## src/rtl/fft32_pkg.sv

```systemverilog
// Shared constants and decode helpers for the 32-point SDF FFT sequencer.
// Latency: n/a (types and functions only).
// Backpressure: n/a.
package fft32_pkg;
    localparam int N      = 32;
    localparam int LOG2N  = 5;
    localparam int NSTAGE = LOG2N;
    localparam int TW_W   = 4;

    // Feedback delay of stage s (1-based): 16, 8, 4, 2, 1.
    function automatic int stage_delay(input int s);
        return N >> s;
    endfunction

    // Cycle offset of stage s input relative to the FFT input; s = NSTAGE+1 gives the output.
    function automatic int stage_offset(input int s, input int lat);
        int off;
        off = 0;
        for (int i = 1; i < s; i++) begin
            off += stage_delay(i) + lat;
        end
        return off;
    endfunction

    function automatic logic [LOG2N-1:0] bitrev5(input logic [LOG2N-1:0] v);
        logic [LOG2N-1:0] r;
        r = '0;
        for (int i = 0; i < LOG2N; i++) begin
            r[i] = v[LOG2N-1-i];
        end
        return r;
    endfunction

    // W32 exponent for stage s: (k mod d) scaled by 2^(s-1), kept to the ROM address width.
    function automatic logic [TW_W-1:0] tw_decode(input logic [LOG2N-1:0] k, input int s, input int d);
        logic [LOG2N-1:0] m;
        m = k & LOG2N'(d - 1);
        m = m << (s - 1);
        return m[TW_W-1:0];
    endfunction
endpackage

```

## src/rtl/fft32_stage_seq.sv

```systemverilog
// Per-stage sample counter with butterfly-select and twiddle-address decode.
// Latency: decode is combinational from the registered counter.
// Backpressure: none; counts every cycle vld is high.
module fft32_stage_seq
    import fft32_pkg::*;
#(
    parameter int S = 2,
    parameter int D = 8
) (
    input  logic             clk,
    input  logic             rst,
    input  logic             vld,
    output logic [LOG2N-1:0] k,
    output logic             bf_sel,
    output logic [TW_W-1:0]  tw_addr
);
    always_ff @(posedge clk) begin
        if (rst) begin
            k <= '0;
        end else if (vld) begin
            k <= k + LOG2N'(1);
        end
    end

    assign bf_sel  = k[LOG2N-S];
    assign tw_addr = tw_decode(k, S, D);
endmodule

```

## src/rtl/fft32_seq_ctrl.sv

```systemverilog
// Control sequencer for the 5-stage radix-2 DIF SDF FFT; tracks sample validity only.
// Latency: valid_o follows valid_i by 31+5*LAT cycles.
// Backpressure: none; a valid_i gap inside a frame raises a sticky err_o.
module fft32_seq_ctrl
    import fft32_pkg::*;
#(
    parameter int LAT = 1
) (
    input  logic                   clk,
    input  logic                   rst,
    input  logic                   valid_i,
    output logic [NSTAGE-1:0]      stg_vld_o,
    output logic [NSTAGE-1:0]      bf_sel_o,
    output logic [TW_W*NSTAGE-1:0] tw_addr_o,
    output logic                   valid_o,
    output logic [LOG2N-1:0]       out_idx_o,
    output logic                   frame_done_o,
    output logic                   busy_o,
    output logic                   err_o
);
    localparam int VW = stage_offset(NSTAGE + 1, LAT);

    logic [VW-1:0]    vline;
    logic [LOG2N-1:0] in_cnt;
    logic [LOG2N-1:0] o_cnt;
    logic             err_q;
    // Stage counters are exported by each sequencer for debug visibility only.
    logic [LOG2N-1:0] stage_k_unused [2:NSTAGE];

    always_ff @(posedge clk) begin
        if (rst) begin
            vline  <= '0;
            in_cnt <= '0;
            o_cnt  <= '0;
            err_q  <= 1'b0;
        end else begin
            vline <= {vline[VW-2:0], valid_i};
            if (valid_i) begin
                in_cnt <= in_cnt + LOG2N'(1);
            end else if (in_cnt != '0) begin
                err_q <= 1'b1;
            end
            if (valid_o) begin
                o_cnt <= o_cnt + LOG2N'(1);
            end
        end
    end

    assign valid_o = vline[VW-1];

    // Stage 1 is indexed directly by the input counter.
    assign stg_vld_o[0]         = valid_i;
    assign bf_sel_o[0]          = in_cnt[LOG2N-1];
    assign tw_addr_o[TW_W-1:0]  = tw_decode(in_cnt, 1, stage_delay(1));

    for (genvar s = 2; s <= NSTAGE; s++) begin : g_stage
        localparam int LS = stage_offset(s, LAT);

        assign stg_vld_o[s-1] = vline[LS-1];

        fft32_stage_seq #(
            .S (s),
            .D (stage_delay(s))
        ) u_seq (
            .clk     (clk),
            .rst     (rst),
            .vld     (stg_vld_o[s-1]),
            .k       (stage_k_unused[s]),
            .bf_sel  (bf_sel_o[s-1]),
            .tw_addr (tw_addr_o[TW_W*s-1 -: TW_W])
        );
    end

    assign out_idx_o    = bitrev5(o_cnt);
    assign frame_done_o = valid_o & (o_cnt == LOG2N'(N - 1));
    assign busy_o       = (|vline) | (in_cnt != '0) | valid_o;
    assign err_o        = err_q;
endmodule

```

## config.mk

```make
export PLATFORM = sky130hd
export DESIGN_NAME = fft32_seq_ctrl
export DESIGN_NICKNAME = d
export VERILOG_FILES = /design/src/rtl/fft32_pkg.sv /design/src/rtl/fft32_stage_seq.sv /design/src/rtl/fft32_seq_ctrl.sv
export SDC_FILE = /design/constraint.sdc
export NUM_CORES = 1
export LEC_CHECK = 0
export CORE_ASPECT_RATIO = 1.1
export CORE_MARGIN = 2
export CORE_UTILIZATION = 53
export DETAILED_ROUTE_END_ITERATION = 10
export HOLD_SLACK_MARGIN = 0.05
export PLACE_DENSITY = 0.76
export SETUP_SLACK_MARGIN = 0.5
export SYNTH_ARGS = -nofsm -noshare
export SYNTH_HDL_FRONTEND = slang
export SYNTH_HIERARCHICAL = 1
export SYNTH_SLANG_ARGS = --single-unit
```

## constraint.sdc

```tcl
create_clock -name clk -period 2 [get_ports clk]
set_clock_uncertainty 0.1 [all_clocks]
set_input_delay 0.4 -clock clk [delete_from_list [all_inputs] [get_ports clk]]
set_output_delay 0.4 -clock clk [all_outputs]
set_load 0.05 [all_outputs]
```

After elaboration in Yosys (flattened, before gate mapping)
Index checks and enable logic that the tools add are counted. W data, S select, Z words.

Input port bits: 3. ROM bits: 0. Output and inout bits: 39. Word-level logic and storage cells: 22. Bits in latches: 0. Memories: 0. Register bits: 67. Bits in writable memories: 0.

Mux-type cells: 0. Shifts and indexed selects: 0. Div/mod/pow operators: 0. Add/subtract/negate cells: 6. $lt $le $gt $ge: 0. Bitwise operators: 4. Multipliers: 0. Equal/unequal tests: 1. Reductions and logical operators: 3.

Operators with widths (count): $reduce_or A36 Y1 (1); $add A5 B1 Y5 const B (6); $eq A5 B5 Y1 const B (1); $reduce_bool A5 Y1 (1); $or A1 B1 Y1 (2); $reduce_and A2 Y1 (1); $and A1 B1 Y1 (1); $not A1 Y1 (1).

Depth between registers and ports, before layout
Gate-level depths: netlist (run 1).

Depth in word-level cells: 3. Gate-level depth with buffers: 5.

Modules after synthesis
Netlist (run 1), hierarchy kept.

By module, submodules not included: fft32_seq_ctrl (times used 1, area each 1585.3 um2, cells an instance 144, seq. area each 940.9 um2); fft32_stage_seq (times used 4, area each 289.0 um2, cells an instance 28, seq. area each 100.1 um2).

Worst setup path before layout (run 1)
No wires, ideal clock.

Path kind: reg2out. Start: register in_cnt[0]. End: output port busy_o. Data arrival time: 1.634 ns. Required time: 1.500 ns. Stages on the path, launching flop included: 6. Path slack: -0.134 ns. Cells stage by stage: dfxtp_1 inv_1 ha_1 nor4b_2 nand4_1 or3_1.

Longest elaborated chain between the ends: 3.

RTL lines: from (decl) (line fft32_seq_ctrl.sv:24) `logic [LOG2N-1:0] in_cnt;`; from (signal assigned) (line fft32_seq_ctrl.sv:39) `in_cnt <= in_cnt + LOG2N'(1);`; $reduce_bool A5 Y1 (line fft32_seq_ctrl.sv:76) `assign busy_o = (|vline) | (in_cnt != '0) | valid_o;`; $or A1 B1 Y1 (2 in a row) (line fft32_seq_ctrl.sv:76); to (decl) (line fft32_seq_ctrl.sv:18) `output logic busy_o,`.

No other way between the ends.

Final worst setup path (run 1)
Same ends and word-level chain as after synthesis.

==> metrics.cfg, run 1 <==
[die]
fp.dieH_microns=71.22
dieArea_sq_um=4637
rows=24
die_width_microns=65.11
ios=42
design.core.area_sq_um=3964
initial_core_util=0.5492

[synth]
netlist_area_sq_um=2177
syn_inst=205
syn-mean-instance-area_sq_um=10.62
ys_warn_count=6

[layout]
n_fill_cell=316
multi_input_area_sq_um=858.3
layout-drive-gt1-share=0.3362
seq_area_sq_um=1167
final_cells=287
area_growth_pct=24.14
antennaDiodeCount=0
nNetsFinal=240

[global_route]
grt_antenna_before_repair=0
grt_use_total=0.1814
grt_overflow=0
grt_pass1_wl_mm=6.189
first_global_vias=1393
grt_max_degree=31

[clock_network]
clock-root-buffer=clkbuf_8
cts_tree=done
clock_sinks=57
clk_pin_slew_ns=0.06
clk-insertion-delay-late_ns=0.32
clock_path_buffers=2
cts_hold_buffers=0
numCtsBuffers=9
cts-htree-levels=3

[drt]
first_pass_iters=4
final_antenna_net_count=0
routed_via_density=4.812
drt-total-wl_mm=3.633
drt_iter0_markers=40
drc=0
vias=1381
wl_per_cell_microns=12.66

[sta]
fin_crit_sh=1.114
fin_crit_ns=2.227
setup_viol=1
finalWorstSetupSlack_ns=-0.2272
fin_tns_setup_ns=-0.2272
hold_viol=0
fin_worst_hold_slack_ns=0.3649
maxSlewViolCount=0
grt_setup_unrepaired=true
fmax_ghz=0.4490

[pwr]
power_frac_clock=0.464
comb_power_share=0.072
p_per_area_nw_per_um2=918.4
power.leakage_nw=1.166
swShare=0.2273
switchingPower_uw=564.1
internal_power_mw=1.918
peakVddDrop_v=0.0005084
p_seq_frac=0.464

[placement]
gp_congestion=0.7596
dpl.hpwl_mm=2.401
dp.cells=267
port_buffers=31

[status]
status=complete, but fails checks
violations=setup timing

[setup_path]
worstPathRequired_ns=1.50
critPathMaxFanout=5
worstPathArrival_ns=1.73
end_kind=output pin
critPathLaunchType=register
critical_path_class=reg2out

[worst_hold_path]
min_path_type=reg2reg

[flow_run]
drv_cap=0

==> through the flow <==
stage / utilization / setup WS [ns] / area, sq um / total power, mW
after CTS: 0.6723 / -0.2795 / 2665 / 2.510
after detailed placement: 0.6067 / 0.05493 / 2405 / 1.345
final: 0.6818 / -0.2272 / 2703 / 2.482
after floorplan: - / 0.2072 / 2252 / 1.319
after global placement: 0.6067 / 0.1170 / 2405 / 1.340
after global routing: 0.6818 / -0.3131 / 2703 / 2.572
==> timing repair <==
action,in CTS,in global routing
endpoints found under the setup margin,13,9
gates resized for setup,49,9
setup buffers,3,1
pin swaps,1,1
==> final timing paths <==
kind                                        startpoint  slack [ns]  cells after the start                    to
worst max-delay path            in_cnt[0]$_SDFFE_PP0P_       -0.23                      6                busy_o
worst min register to register    vline[24]$_SDFF_PP0_        0.36                      1  vline[25]$_SDFF_PP0_
worst max register to register  in_cnt[0]$_SDFFE_PP0P_        0.56                      7    err_o$_SDFFE_PP0P_
worst min-delay path              vline[24]$_SDFF_PP0_        0.36                      1  vline[25]$_SDFF_PP0_
==> critical path, cell delays in order (launching register included) <==
cell and delay, ns:
dfxtp_4 0.36, inv_2 0.05, ha_1 0.14, nor4b_4 0.22, nand4_1 0.12, or3_4 0.35
buf_6 0.16
==> layout by cell type, fill, tap and decap left out, types with 3 or more instances in the layout <==
master,count
nand4_1,5
buf_2,7
buf_6,9
xnor2_1,6
conb_1,10
clkbuf_8,11
buf_4,16
nor2b_1,37
mux2i_1,6
buf_12,3
dfxtp_2,6
dfxtp_1,46
nor2_1,19
xor2_1,5
nand2_1,3
dfxtp_4,5
buf_8,3
ha_1,5
nor4_1,7
==> state kept, by name, indices dropped and copies added (netlist names) <==
signal / count
err_o: 1
g_stage.u_seq/k: 10
in_cnt: 5
o_cnt: 5
vline: 36
==> layer usage <==
| metal | up-vias | routed length, microns | share of wire | global-route usage |
|---|---|---|---|---|
| li1 | 682 | - | - | - |
| met1 | 653 | 1604 | 0.44 | 0.2094 |
| met2 | 36 | 1760 | 0.48 | 0.2910 |
| met3 | 10 | 190 | 0.052 | 0.06593 |
| met4 | 0 | 77 | 0.021 | 0.1042 |
| met5 | - | 0 | 0 | 0 |
==> power by group through the flow <==
| stage | Combinational, mW | Clock (mW) | Sequential (mW) |
|---|---|---|---|
| after CTS | 0.175 | 1.18 | 1.15 |
| final | 0.178 | 1.15 | 1.15 |
| after detailed placement | 0.169 | 0 | 1.18 |
| after floorplan | 0.122 | 0 | 1.20 |
| after global routing | 0.190 | 1.23 | 1.15 |
| after global placement | 0.165 | 0 | 1.17 |
==> layout make-up <==
type                            instances  area share
Clock buffer                           13     0.06667
Inverter                                2    0.002778
Tap cell                               52     0.02407
Clock inverter                          3     0.01620
Sequential cell                        57      0.4319
Multi-Input combinational cell        120      0.3176
Timing Repair Buffer                   40      0.1407
Power figures use the tool's default switching activity.
==> inputs of run 2 (changes only) <==
--- a/config.mk
+++ b/config.mk
@@ -12,6 +12,8 @@
 export HOLD_SLACK_MARGIN = 0.05
 export PLACE_DENSITY = 0.76
 export SETUP_SLACK_MARGIN = 0.5
+export SKIP_CTS_REPAIR_TIMING = 1
+export SKIP_LAST_GASP = 1
 export SYNTH_ARGS = -nofsm -noshare
 export SYNTH_HDL_FRONTEND = slang
 export SYNTH_HIERARCHICAL = 1
==> run 2 against run 1 <==
Effect of this change:
- the run still ends with setup timing left
- non-clock buffer count decreased by 1
- power decreased by 0.18%
- largest power group unchanged
- wire length decreased by 1.5%
==> metrics.cfg, run 2 (synthesized netlist as in run 1, its figures left out) <==
[layout]
postLayoutCellArea_sq_um=2685  ; -0.65%
final_cell_mix=46 x dfxtp_1, 37 x nor2b_1, 19 x nor2_1, 18 x buf_4, 11 x clkbuf_8
area_growth_pct=23.33
layout-drive-gt1-share=0.3291  ; -0.007110
antennaDiodeCount=0  ; unchanged
top_regs=vline (36), g_stage.u_seq/k (10)
nNetsFinal=239  ; -0.42%
largest_register_ffs=36  ; unchanged
final_common_cell=dfxtp_1
utilization=0.6774  ; -0.004419
largest_register=vline

[flow_run]
drv_cap=0  ; unchanged

[setup_path]
startpoint=in_cnt[0]$_SDFFE_PP0P_
end_kind=output pin
cp_cell_sequence=inv_2 -> ha_1 -> nor4b_4 -> nand4_1 -> or3_4 -> buf_6
critical_path_class=reg2out
critPathMaxFanout=5  ; unchanged
slowest_stage=dfxtp_4
worstPathRequired_ns=1.50  ; about the same
cp_num_cells=6  ; unchanged
slowest_delay_ns=0.36  ; about the same
timing.critical_path.buf_inv=2  ; unchanged
crit_family=simple AND/OR/NAND/NOR gates
r2r-start=in_cnt[0]$_SDFFE_PP0P_
critPathLaunchType=register
r2r_cells=6  ; -1
worstPathArrival_ns=1.74  ; about the same

[clock_network]
clock-root-buffer=clkbuf_8
clock_path_buffers=2  ; unchanged
numCtsBuffers=9  ; unchanged
cts-htree-levels=3  ; unchanged
cts_tree=done
clk-insertion-delay-late_ns=0.33  ; about the same
clk_pin_slew_ns=0.06  ; about the same
clock_sinks=57  ; unchanged

[sta]
finalWorstSetupSlack_ns=-0.2382  ; -0.01095 ns
fin_crit_sh=1.119  ; +0.005475
maxSlewViolCount=0  ; unchanged
fin_tns_setup_ns=-0.2382  ; -0.01095 ns
fin_crit_ns=2.238  ; +0.01095 ns
fmax_ghz=0.4468  ; -0.49%
setup_viol=1  ; unchanged
hold_viol=0  ; unchanged
grt_setup_unrepaired=true

[pwr]
p_seq_frac=0.465  ; about the same
swShare=0.2274  ; about the same
comb_power_share=0.070  ; -0.002
peakVddDrop_v=0.0005081  ; about the same
internal_power_mw=1.914  ; -0.19%
total_power_mw=2.478  ; -0.18%
switchingPower_uw=563.4  ; -0.13%
power_frac_clock=0.465  ; about the same
power.leakage_nw=1.165  ; about the same
p_per_area_nw_per_um2=922.7  ; +0.47%

[worst_hold_path]
hold_path_startpoint=vline[24]$_SDFF_PP0_
hold_depth=1  ; unchanged
min_path_type=reg2reg

[status]
violations=setup timing
status=complete, but fails checks

[placement]
dpl.hpwl_mm=2.401  ; unchanged
placed_area_sq_um=2405  ; unchanged
preCtsSetupSlack_ns=0.05493  ; unchanged
gp_congestion=0.7596  ; unchanged
port_buffers=31  ; unchanged

[die]
dieArea_sq_um=4637  ; unchanged
die_width_microns=65.11  ; unchanged
fp.dieH_microns=71.22  ; unchanged
initial_core_util=0.5492  ; unchanged
design.core.area_sq_um=3964  ; unchanged
rows=24  ; unchanged
ios=42  ; unchanged

[global_route]
grt_overflow=0  ; unchanged
grt_pass1_wl_mm=5.954  ; -3.8%
first_global_vias=1360  ; -2.4%
grt_max_degree=31  ; unchanged
grt_use_total=0.1743  ; -0.007107
grt_antenna_before_repair=0  ; unchanged

[drt]
vias=1379  ; -0.14%
first_pass_iters=3  ; -1
drt_iter0_markers=33  ; -18%
drt-total-wl_mm=3.577  ; -1.5%
drc=0  ; unchanged
final_antenna_net_count=0  ; unchanged
wl_per_cell_microns=12.51  ; -1.2%
routed_via_density=4.822  ; +0.20%

-- run 2: layout make-up --
| type | count | area (sq um) |
|---|---|---|
| clock inverters | 3 | 43.79 |
| well taps | 52 | 65.06 |
| clock buffers | 13 | 180.2 |
| fillers | 327 | 1279 |
| multi-input cells | 120 | 858.3 |
| inverters | 2 | 7.507 |
| repair buffers | 39 | 362.8 |
| flip-flops and latches | 57 | 1167 |
-- run 2: path summary, 6_finish.rpt --
path	endpoint	slack (ns)
worst max register to register	err_o$_SDFFE_PP0P_	0.63
worst min-delay path	vline[25]$_SDFF_PP0_	0.36
worst min register to register	vline[25]$_SDFF_PP0_	0.36
worst max-delay path	busy_o	-0.24
-- run 2: metal layers --
metal  global-route usage  vias up  wire length (microns)
met3              0.06593       10                    194
li1                     -      679                      -
met4               0.1042        0                     77
met1               0.1998      654                   1565
met2               0.2772       36                   1740
met5                    0        -                      0
-- run 2: per-stage QoR --
step | hold WS (ns) | cells
2_1_floorplan | 0.3385 | 211
3_3_place_gp | 0.3443 | 267
3_5_place_dp | 0.3544 | 267
4_1_cts | 0.3648 | 283
5_1_grt | 0.3746 | 286
6_report | 0.3637 | 286
-- run 2: power by group through the flow --
stage | Sequential [mW] | Clock, mW | Combinational (mW)
6_report | 1.15 | 1.15 | 0.173
5_1_grt | 1.15 | 1.23 | 0.184
4_1_cts | 1.15 | 1.18 | 0.170
3_5_place_dp | 1.18 | 0 | 0.169
3_3_place_gp | 1.17 | 0 | 0.165
2_1_floorplan | 1.20 | 0 | 0.122
-- run 2: worst register-to-register path: cells and delay by family, from the launching register on --
kind | cells | cell delay (ns)
compound gates | 1 | 0.20
fa+ha+maj | 1 | 0.14
buf+inv | 2 | 0.20
simple gates | 2 | 0.26
flops | 1 | 0.36
